==> src/rtl/button_conditioner.sv <==
// button_conditioner: CHANNELS independent mechanical inputs, each with a
// 2-flop synchronizer, optional active-low inversion, time-based debounce,
// one-cycle rise/fall pulses and a one-shot long-press pulse.
// Optional auto-repeat after a long press is compiled in when the macro
// BUTTON_CONDITIONER_AUTOREPEAT_EN is defined; otherwise rpt is tied to 0.
module button_conditioner #(
  parameter int unsigned         CHANNELS      = 4,
  parameter int unsigned         DEB_CYCLES    = 1000000,
  parameter int unsigned         HOLD_CYCLES   = 100000000,
  parameter int unsigned         REPEAT_CYCLES = 10000000,
  parameter logic [CHANNELS-1:0] INVERT        = {CHANNELS{1'b0}}
) (
  input  logic                clk,
  input  logic                rst,
  input  logic [CHANNELS-1:0] raw,
  output logic [CHANNELS-1:0] clean,
  output logic [CHANNELS-1:0] rise,
  output logic [CHANNELS-1:0] fall,
  output logic [CHANNELS-1:0] long_press,
  output logic [CHANNELS-1:0] rpt
);

  localparam int unsigned     DW        = $clog2(DEB_CYCLES);
  localparam int unsigned     HW        = $clog2(HOLD_CYCLES) + 1;
  localparam logic [DW-1:0]   DEB_LAST  = DW'(DEB_CYCLES - 1);
  localparam logic [HW-1:0]   HOLD_MAX  = HW'(HOLD_CYCLES);
  localparam logic [HW-1:0]   HOLD_LAST = HW'(HOLD_CYCLES - 1);

  // Reject parameter sets the counters cannot represent.
  if (CHANNELS < 1 || CHANNELS > 32) begin : g_bad_channels
    $error("button_conditioner: CHANNELS must be 1..32");
  end
  if (DEB_CYCLES < 2) begin : g_bad_deb
    $error("button_conditioner: DEB_CYCLES must be >= 2");
  end
  if (HOLD_CYCLES < 2) begin : g_bad_hold
    $error("button_conditioner: HOLD_CYCLES must be >= 2");
  end
  if (REPEAT_CYCLES < 2) begin : g_bad_repeat
    $error("button_conditioner: REPEAT_CYCLES must be >= 2");
  end

  logic [CHANNELS-1:0] sync1_q, sync2_q;
  logic [CHANNELS-1:0] smp;
  logic [CHANNELS-1:0] clean_q, clean_d;
  logic [CHANNELS-1:0] rise_q, rise_d;
  logic [CHANNELS-1:0] fall_q, fall_d;
  logic [CHANNELS-1:0] long_q, long_d;
  logic [DW-1:0]       deb_cnt_q [CHANNELS];
  logic [DW-1:0]       deb_cnt_d [CHANNELS];
  logic [HW-1:0]       hold_q    [CHANNELS];
  logic [HW-1:0]       hold_d    [CHANNELS];

  // Synchronized sample with polarity normalised so 1 always means pressed.
  assign smp = sync2_q ^ INVERT;

  // Per-channel debounce and long-press next-state logic.
  always_comb begin
    // NOTE: every variable gets a default before any branch so no path
    // leaves it unassigned; otherwise synthesis infers a latch.
    clean_d = clean_q;
    rise_d  = '0;
    fall_d  = '0;
    long_d  = '0;
    for (int unsigned i = 0; i < CHANNELS; i++) begin
      deb_cnt_d[i] = deb_cnt_q[i];
      hold_d[i]    = hold_q[i];

      // A return to the current level at any point restarts the count.
      if (smp[i] == clean_q[i]) begin
        deb_cnt_d[i] = '0;
      end else if (deb_cnt_q[i] == DEB_LAST) begin
        clean_d[i]   = smp[i];
        deb_cnt_d[i] = '0;
        rise_d[i]    = smp[i];
        fall_d[i]    = ~smp[i];
      end else begin
        deb_cnt_d[i] = deb_cnt_q[i] + 1'b1;
      end

      // Hold counter saturates at HOLD_CYCLES so each press fires once.
      if (!clean_q[i]) begin
        hold_d[i] = '0;
      end else if (hold_q[i] < HOLD_MAX) begin
        hold_d[i] = hold_q[i] + 1'b1;
      end

      long_d[i] = clean_q[i] && (hold_q[i] == HOLD_LAST);
    end
  end

  // Synchronizer, debounce and pulse registers.
  always_ff @(posedge clk) begin
    // NOTE: sequential state uses non-blocking assignments so every flop
    // samples pre-edge values, independent of statement order.
    if (rst) begin
      sync1_q <= INVERT;
      sync2_q <= INVERT;
      clean_q <= '0;
      rise_q  <= '0;
      fall_q  <= '0;
      long_q  <= '0;
      // NOTE: the counter arrays are reset explicitly because an interrupted
      // debounce or hold must not resume after reset; they are flops, not RAM.
      for (int unsigned i = 0; i < CHANNELS; i++) begin
        deb_cnt_q[i] <= '0;
        hold_q[i]    <= '0;
      end
    end else begin
      sync1_q <= raw;
      sync2_q <= sync1_q;
      clean_q <= clean_d;
      rise_q  <= rise_d;
      fall_q  <= fall_d;
      long_q  <= long_d;
      for (int unsigned i = 0; i < CHANNELS; i++) begin
        deb_cnt_q[i] <= deb_cnt_d[i];
        hold_q[i]    <= hold_d[i];
      end
    end
  end

  assign clean      = clean_q;
  assign rise       = rise_q;
  assign fall       = fall_q;
  assign long_press = long_q;

`ifdef BUTTON_CONDITIONER_AUTOREPEAT_EN
  localparam int unsigned   RW       = $clog2(REPEAT_CYCLES);
  localparam logic [RW-1:0] REP_LAST = RW'(REPEAT_CYCLES - 1);

  logic [RW-1:0]       rep_q [CHANNELS];
  logic [RW-1:0]       rep_d [CHANNELS];
  logic [CHANNELS-1:0] rpt_q, rpt_d;

  // Repeat counter runs only once the hold counter has saturated (post long press).
  always_comb begin
    rpt_d = '0;
    for (int unsigned i = 0; i < CHANNELS; i++) begin
      rep_d[i] = rep_q[i];
      if (!clean_q[i] || long_d[i]) begin
        rep_d[i] = '0;
      end else if (hold_q[i] == HOLD_MAX) begin
        if (rep_q[i] == REP_LAST) begin
          rep_d[i] = '0;
          // A release landing on a repeat slot wins; no rpt alongside fall.
          rpt_d[i] = ~fall_d[i];
        end else begin
          rep_d[i] = rep_q[i] + 1'b1;
        end
      end
    end
  end

  // Repeat counter and pulse registers.
  always_ff @(posedge clk) begin
    if (rst) begin
      rpt_q <= '0;
      for (int unsigned i = 0; i < CHANNELS; i++) begin
        rep_q[i] <= '0;
      end
    end else begin
      rpt_q <= rpt_d;
      for (int unsigned i = 0; i < CHANNELS; i++) begin
        rep_q[i] <= rep_d[i];
      end
    end
  end

  assign rpt = rpt_q;
`else
  assign rpt = '0;
`endif

endmodule

==> config.mk <==
export PLATFORM = sky130hd
export DESIGN_NAME = button_conditioner
export DESIGN_NICKNAME = d
export VERILOG_FILES = /design/src/rtl/button_conditioner.sv
export SDC_FILE = /design/constraint.sdc
export NUM_CORES = 1
export LEC_CHECK = 0
export ABC_AREA = 1
export BUFFER_PORTS_ARGS = -buffer_cell sky130_fd_sc_hd__buf_2
export CAP_MARGIN = 10
export CORE_MARGIN = 3
export CORE_UTILIZATION = 32
export CTS_BUF_LIST = sky130_fd_sc_hd__clkbuf_4 sky130_fd_sc_hd__clkbuf_8 sky130_fd_sc_hd__clkbuf_16
export CTS_CLUSTER_DIAMETER = 120
export CTS_CLUSTER_SIZE = 10
export DETAILED_ROUTE_END_ITERATION = 8
export GPL_ROUTABILITY_DRIVEN = 1
export PLACE_DENSITY = 0.47
export SYNTH_ARGS = -nofsm -noshare
export SYNTH_HDL_FRONTEND = slang
export SYNTH_SLANG_ARGS = --single-unit
==> constraint.sdc <==
create_clock -name clk -period 3.9 [get_ports clk]
set_input_delay 0.585 -clock clk [delete_from_list [all_inputs] [get_ports clk]]
set_output_delay 0.585 -clock clk [all_outputs]
set_load 0.05 [all_outputs]
==> results.py, run 1 <==
metrics = {
    "routing": {
        "wire_per_inst_um": 12.3,
        "ant_nets": 0,
        "routed_wirelength_mm": 30.7,
        "via_count": 11635,
        "drc": 0,
        "viasPerCell": 4.65,
        "drt-initial-drc-count": 643,
        "drt_first_pass_iters": 5,
    },
    "synthesis": {
        "syn_avg_cell_area_um2": 6.23,
        "ys_ff_latch": 216,
        "synth-seq-area-share": 0.351,
        "synthMostInstantiatedCell": "nand2_1",
        "synth_top_area_share": 0.351,
        "synth_area_leaders": "dfxtp_1 (35%), nand2_1 (19%), nor2_1 (11%), inv_1 (6.1%), nand3_1 (5.7%)",
        "synth-main-ff-cell": "dfxtp_1",
        "async_flop_share": 0,
        "yosys-mux-area-fraction": 0,
        "syn_area_mm2": 0.0123,
        "synth_cell_types": 37,
        "synth_fa_ha_area_frac": 0.00812,
        "synth_xor_area_frac": 0.0363,
        "syn_inst": 1977,
        "yosysWarnings": 0,
        "synth-edff-count": 0,
        "yosys.area_share.simple": 0.454,
        "synth-compound-area-share": 0.0654,
        "synth_top_family_by_area": "simple AND/OR/NAND/NOR gates",
        "yosysTopAreaCell": "dfxtp_1",
        "synth_common_cells": "nand2_1 (637), nor2_1 (349), dfxtp_1 (216)",
    },
    "pwr": {
        "p_per_area_mw_per_mm2": 320,
        "power_w": 0.00432,
        "ir_drop_mv": 0.254,
        "p_leak_nw": 4.47,
    },
    "cts": {
        "htreeDepth": 1,
        "cts_buffers": 25,
        "cts_num_sinks": 216,
        "clk_latency_ns": 0.52,
        "clkTransAtPathRegs_ns": 0.06,
        "postCtsHoldBufs": 0,
        "cts_setup_buffers": 0,
        "cts-root-buf": "clkbuf_16",
        "cts_buffer_depth": 3,
        "cts-resized-gates": 0,
        "cts_tree": "built",
    },
    "timing": {
        "max_freq_ghz": 0.468,
        "holdWs_ns": 0.268,
        "rsz0062_at_grt": "no",
        "hold_viol": 0,
        "maxSlewViolCount": 0,
        "max_slew_margin": 0.433,
        "worst_pin_slew_ns": 0.847,
        "finClkSkew_ns": 0.00911,
        "setup_ws_ns": 1.76,
        "period_minus_slack_ns": 2.14,
        "setup-violations-final": 0,
        "tns_ns": 0,
        "fin_crit_sh": 0.548,
    },
    "grt": {
        "overflow": 0,
        "antenna_found_initial": 0,
        "grt_pass1_wl_mm": 53.5,
        "grt_pass1_vias": 10883,
        "grtUsageTotal": 0.150,
        "grt_max_degree": 38,
    },
    "critical_path": {
        "critPathLaunchType": "flop",
        "critPathArrivalTime_ns": 2.55,
        "reg2reg_slack_ns": 1.76,
        "crit_path_max_fanout": 20,
        "r2r_start": "clean[0]",
        "critPathRequiredTime_ns": 4.31,
        "rr_worst_depth": 4,
        "crit_type": "reg -> reg",
        "r2r_end": "long_press[0]",
        "crit_path_start": "clean[0]",
        "end_kind": "flop",
        "critPathCapture": "long_press[0]",
    },
    "finish": {
        "num_antenna_cells": 0,
        "nets": 2005,
        "fin_util": 0.357,
        "area_growth_pct": 9.59,
        "drive_gt1_frac": 0.0508,
        "fill_cells": 4213,
    },
    "floorplan": {
        "core_mm2": 0.0378,
        "die_w_um": 202,
        "initial_core_util": 0.326,
        "fp.dieH_um": 202,
        "std_cell_rows": 71,
        "dieArea_mm2": 0.0409,
        "ios": 26,
    },
    "placement": {
        "pre_cts_slack_ns": 1.28,
        "portBuffers": 21,
        "dp.final_hpwl_mm": 22.2,
        "gp_routability_congestion": 0.835,
    },
    "job": {
        "drv_cap": 0,
    },
    "status": {
        "status": "finished, final reports clean",
    },
    "worst_hold_path": {
        "hold_path_class": "in -> reg",
    },
}
==> cells by family (layout without fill, tap and decap cells) <==
logic type / count (synthesis) / count (layout)
AOI/OAI and AO/OA: 152 / 152
and+or+nand+nor: 1299 / 1299
other: 1 / 4
buffers and inverters: 250 / 260
DFF: 216 / 216
xor gates and xnor gates: 51 / 51
adders and majority gates: 8 / 8
==> worst min-delay path by stage <==
stage / end / slack, ns / cells past startpoint / from
after floorplan: smp[0] / 0.39 / 2 / sync1_q[0]
after global placement: smp[3] / 0.39 / 2 / sync1_q[3]
after detailed placement: smp[2] / 0.40 / 2 / sync1_q[2]
after CTS: sync1_q[0] / 0.24 / 3 / raw[0]
after global routing: sync1_q[0] / 0.26 / 3 / raw[0]
final: sync1_q[3] / 0.27 / 3 / raw[3]
==> stage by stage <==
stage	area (um2)	instances
finish	13500	2501
global route	13500	2501
CTS	13500	2501
detailed placement	12800	2475
global placement	12800	2475
floorplan	12300	1980
==> state kept, by name, summed over array words and instances, names as in the netlist <==
name	cells
smp	4
hold_q	112
sync1_q	4
deb_cnt_q	80
rise	4
fall	4
long_press	4
clean	4
==> layout by cell type (no fill, tap or decap), types with 21 or more instances in the layout <==
cell / instances
o21ai_0: 32
clkbuf_16: 25
nor3_1: 37
nor2_1: 349
xor2_1: 29
nand4_1: 83
xnor2_1: 22
inv_1: 201
nand2_1: 637
a21oi_1: 109
nand3_1: 140
buf_2: 21
dfxtp_1: 216
==> routing by layer <==
metal,part of all wire,global-route usage
met4,0.018,0.0309
met3,0.029,0.0185
met1,0.52,0.214
met2,0.44,0.246
met5,0,0
==> final cells by class <==
class / count / area, um2 / area share
clock buffers: 25 / 626 / 0.0463
clock inverters: 1 / 30.0 / 0.00222
inverters: 210 / 788 / 0.0584
multi-input cells: 1514 / 6970 / 0.516
flip-flops and latches: 216 / 4320 / 0.320
well taps: 511 / 639 / 0.0474
repair buffers: 24 / 128 / 0.00945
==> worst max-delay path, stage by stage, from the launching register on <==
cell     delay [ns]
dfxtp_1        0.39
inv_1          0.05
nor2_1         0.62
inv_1          0.57
nor4_1         0.39
==> power by group <==
part | total (W) | internal [W] | switching (W) | leakage (nW)
Clock | 0.00208 | 0.00119 | 0.000891 | 0.322
Combinational | 0.0000293 | 0.00000580 | 0.0000235 | 2.41
Sequential | 0.00222 | 0.00221 | 0.00000339 | 1.74
Total | 0.00432 | 0.00340 | 0.000918 | 4.47
No activity file was read; power rests on OpenSTA's default activity.
==> run 2: changes to the inputs <==
==> constraint.sdc (replaced) <==
create_clock -name clk -period 2.2 [get_ports clk]
set_input_delay 0.33 -clock clk [delete_from_list [all_inputs] [get_ports clk]]
set_output_delay 0.33 -clock clk [all_outputs]
set_load 0.05 [all_outputs]
==> run 2 against run 1 <==
Sequential power up 77%. Sequential share of layout area shrank 0.45 points. Routed wire length is 0.61% higher. First-iteration DRC count rose by 9.6%. Clock skew increased by 0.0087 ns. Flip-flop and latch count unchanged. Setup slack worse by 1.5 ns. Cell count up 1.0%. Maximum frequency grew 12%.
==> results.py, run 2 (synthesis results as in run 1) <==
metrics = {
    "grt": {
        "grtUsageTotal": 0.152,
        "overflow": 0,
        "grt_pass1_wl_mm": 53.8,
        "grt_max_degree": 38,
        "antenna_found_initial": 0,
        "grt_pass1_vias": 11189,
    },
    "finish": {
        "layout_commonest_cell": "nand2_1",
        "area_growth_pct": 11.2,
        "reg_top3": "hold_q (112), deb_cnt_q (80)",
        "fin_cells": 2526,
        "final_cell_mix": "nand2_1 (637), nor2_1 (349), dfxtp_1 (216)",
        "top_register": "hold_q",
        "largest_reg_flops": 112,
        "num_antenna_cells": 0,
        "drive_gt1_frac": 0.0615,
        "fin_area_mm2": 0.0137,
        "nets": 2029,
    },
    "floorplan": {
        "ios": 26,
        "die_w_um": 202,
        "dieArea_mm2": 0.0409,
        "core_mm2": 0.0378,
        "initial_core_util": 0.326,
        "fp.dieH_um": 202,
        "std_cell_rows": 71,
    },
    "cts": {
        "clk_latency_ns": 0.54,
        "cts_setup_buffers": 0,
        "cts_num_sinks": 216,
        "htreeDepth": 1,
        "cts_buffers": 25,
        "cts_buffer_depth": 3,
        "cts-root-buf": "clkbuf_16",
        "cts_tree": "built",
        "clkTransAtPathRegs_ns": 0.06,
    },
    "job": {
        "drv_cap": 0,
    },
    "timing": {
        "setup_ws_ns": 0.297,
        "tns_ns": 0,
        "hold_viol": 0,
        "worst_pin_slew_ns": 0.559,
        "setup-violations-final": 0,
        "fin_crit_sh": 0.865,
        "rsz0062_at_grt": "no",
        "period_minus_slack_ns": 1.90,
        "max_slew_margin": 0.625,
        "maxSlewViolCount": 0,
        "holdWs_ns": 0.0484,
        "finClkSkew_ns": 0.0178,
        "max_freq_ghz": 0.526,
    },
    "critical_path": {
        "end_kind": "flop",
        "crit_top_cell": "nand2_1",
        "crit_path_max_fanout": 6,
        "critPathArrivalTime_ns": 2.37,
        "crit_buf_inv": 1,
        "critPathRequiredTime_ns": 2.66,
        "crit_family": "simple AND/OR/NAND/NOR gates",
        "critPathLaunchType": "flop",
        "slowest_delay_ns": 0.41,
        "crit_type": "reg -> reg",
        "path_cells": "ha_1, inv_1, nor2_1, nand2_1, nor2_1, nand2_1, nand2_1, nand3_1, a21oi_1",
        "cpMaxStageDelayCell": "dfxtp_1",
    },
    "routing": {
        "viasPerCell": 4.67,
        "routed_wirelength_mm": 30.9,
        "via_count": 11790,
        "drt_first_pass_iters": 5,
        "drc": 0,
        "wire_per_inst_um": 12.2,
        "drt-initial-drc-count": 705,
        "ant_nets": 0,
    },
    "placement": {
        "dp.final_hpwl_mm": 22.4,
        "placed_cells": 2497,
        "gp_routability_congestion": 0.818,
        "portBuffers": 21,
        "pre_cts_slack_ns": 0.326,
        "place_area_mm2": 0.0130,
    },
    "pwr": {
        "ir_drop_mv": 0.500,
        "p_leak_nw": 4.59,
        "p_per_area_mw_per_mm2": 562,
    },
    "worst_hold_path": {
        "hold_path_class": "in -> reg",
    },
    "status": {
        "status": "finished, final reports clean",
    },
}
run 2: cell types whose count changed in the layout (fill, tap and decap cells not counted), sizes merged:
cell and delta:
inv +1, buf +22, dlygate4sd3 +2
run 2: repair_timing:
item                                   CTS  global route
hold buffers                             2             0
endpoints found under the hold margin    2             0
gates resized for setup                  0             0
run 2: report_power, final:
group          switching, W  internal (W)  leakage [nW]   total, W
sequential       0.00000551       0.00392          1.74    0.00393
combinational     0.0000452     0.0000156          2.52  0.0000608
clock               0.00160       0.00211         0.327    0.00371
run 2: stage by stage:
stage | total power, W | utilization
2_1_floorplan | 0.00406 | -
4_1_cts | 0.00789 | 0.362
6_report | 0.00770 | 0.362
3_3_place_gp | 0.00407 | 0.344
3_5_place_dp | 0.00407 | 0.344
5_1_grt | 0.00800 | 0.362
run 2: worst reg2reg max path, cell delays in order, from the launching register on:
cell and delay (ns):
dfxtp_1 0.41, ha_1 0.34, inv_1 0.09, nor2_1 0.21, nand2_1 0.19, nor2_1 0.23
nand2_1 0.08, nand2_1 0.07, nand3_1 0.07, a21oi_1 0.14
run 2: per-layer routing:
metal / vias up / track usage / part of all wire
met5: - / 0 / 0
met4: 0 / 0.0346 / 0.019
met3: 32 / 0.0211 / 0.033
met2: 147 / 0.250 / 0.44
met1: 5249 / 0.213 / 0.51
li1: 6362 / - / -
run 2: path summary, 6_finish.rpt:
path / start / to / slack [ns] / cells after the start
worst max-delay path: hold_q[0][0] / hold_q[0][16] / 0.30 / 9
worst min-delay path: raw[0] / sync1_q[0] / 0.05 / 3
worst max register to register: hold_q[0][0] / hold_q[0][16] / 0.30 / 9
worst min register to register: sync1_q[3] / smp[3] / 0.41 / 2
run 2: cell type report:
type / instances / area, um2
clock buffer: 25 / 626
clock inverter: 2 / 38.8
fill: 4175 / 24100
inverter: 210 / 788
multi-input combinational: 1514 / 6970
sequential: 216 / 4320
tap: 511 / 639
timing repair buffer: 48 / 313
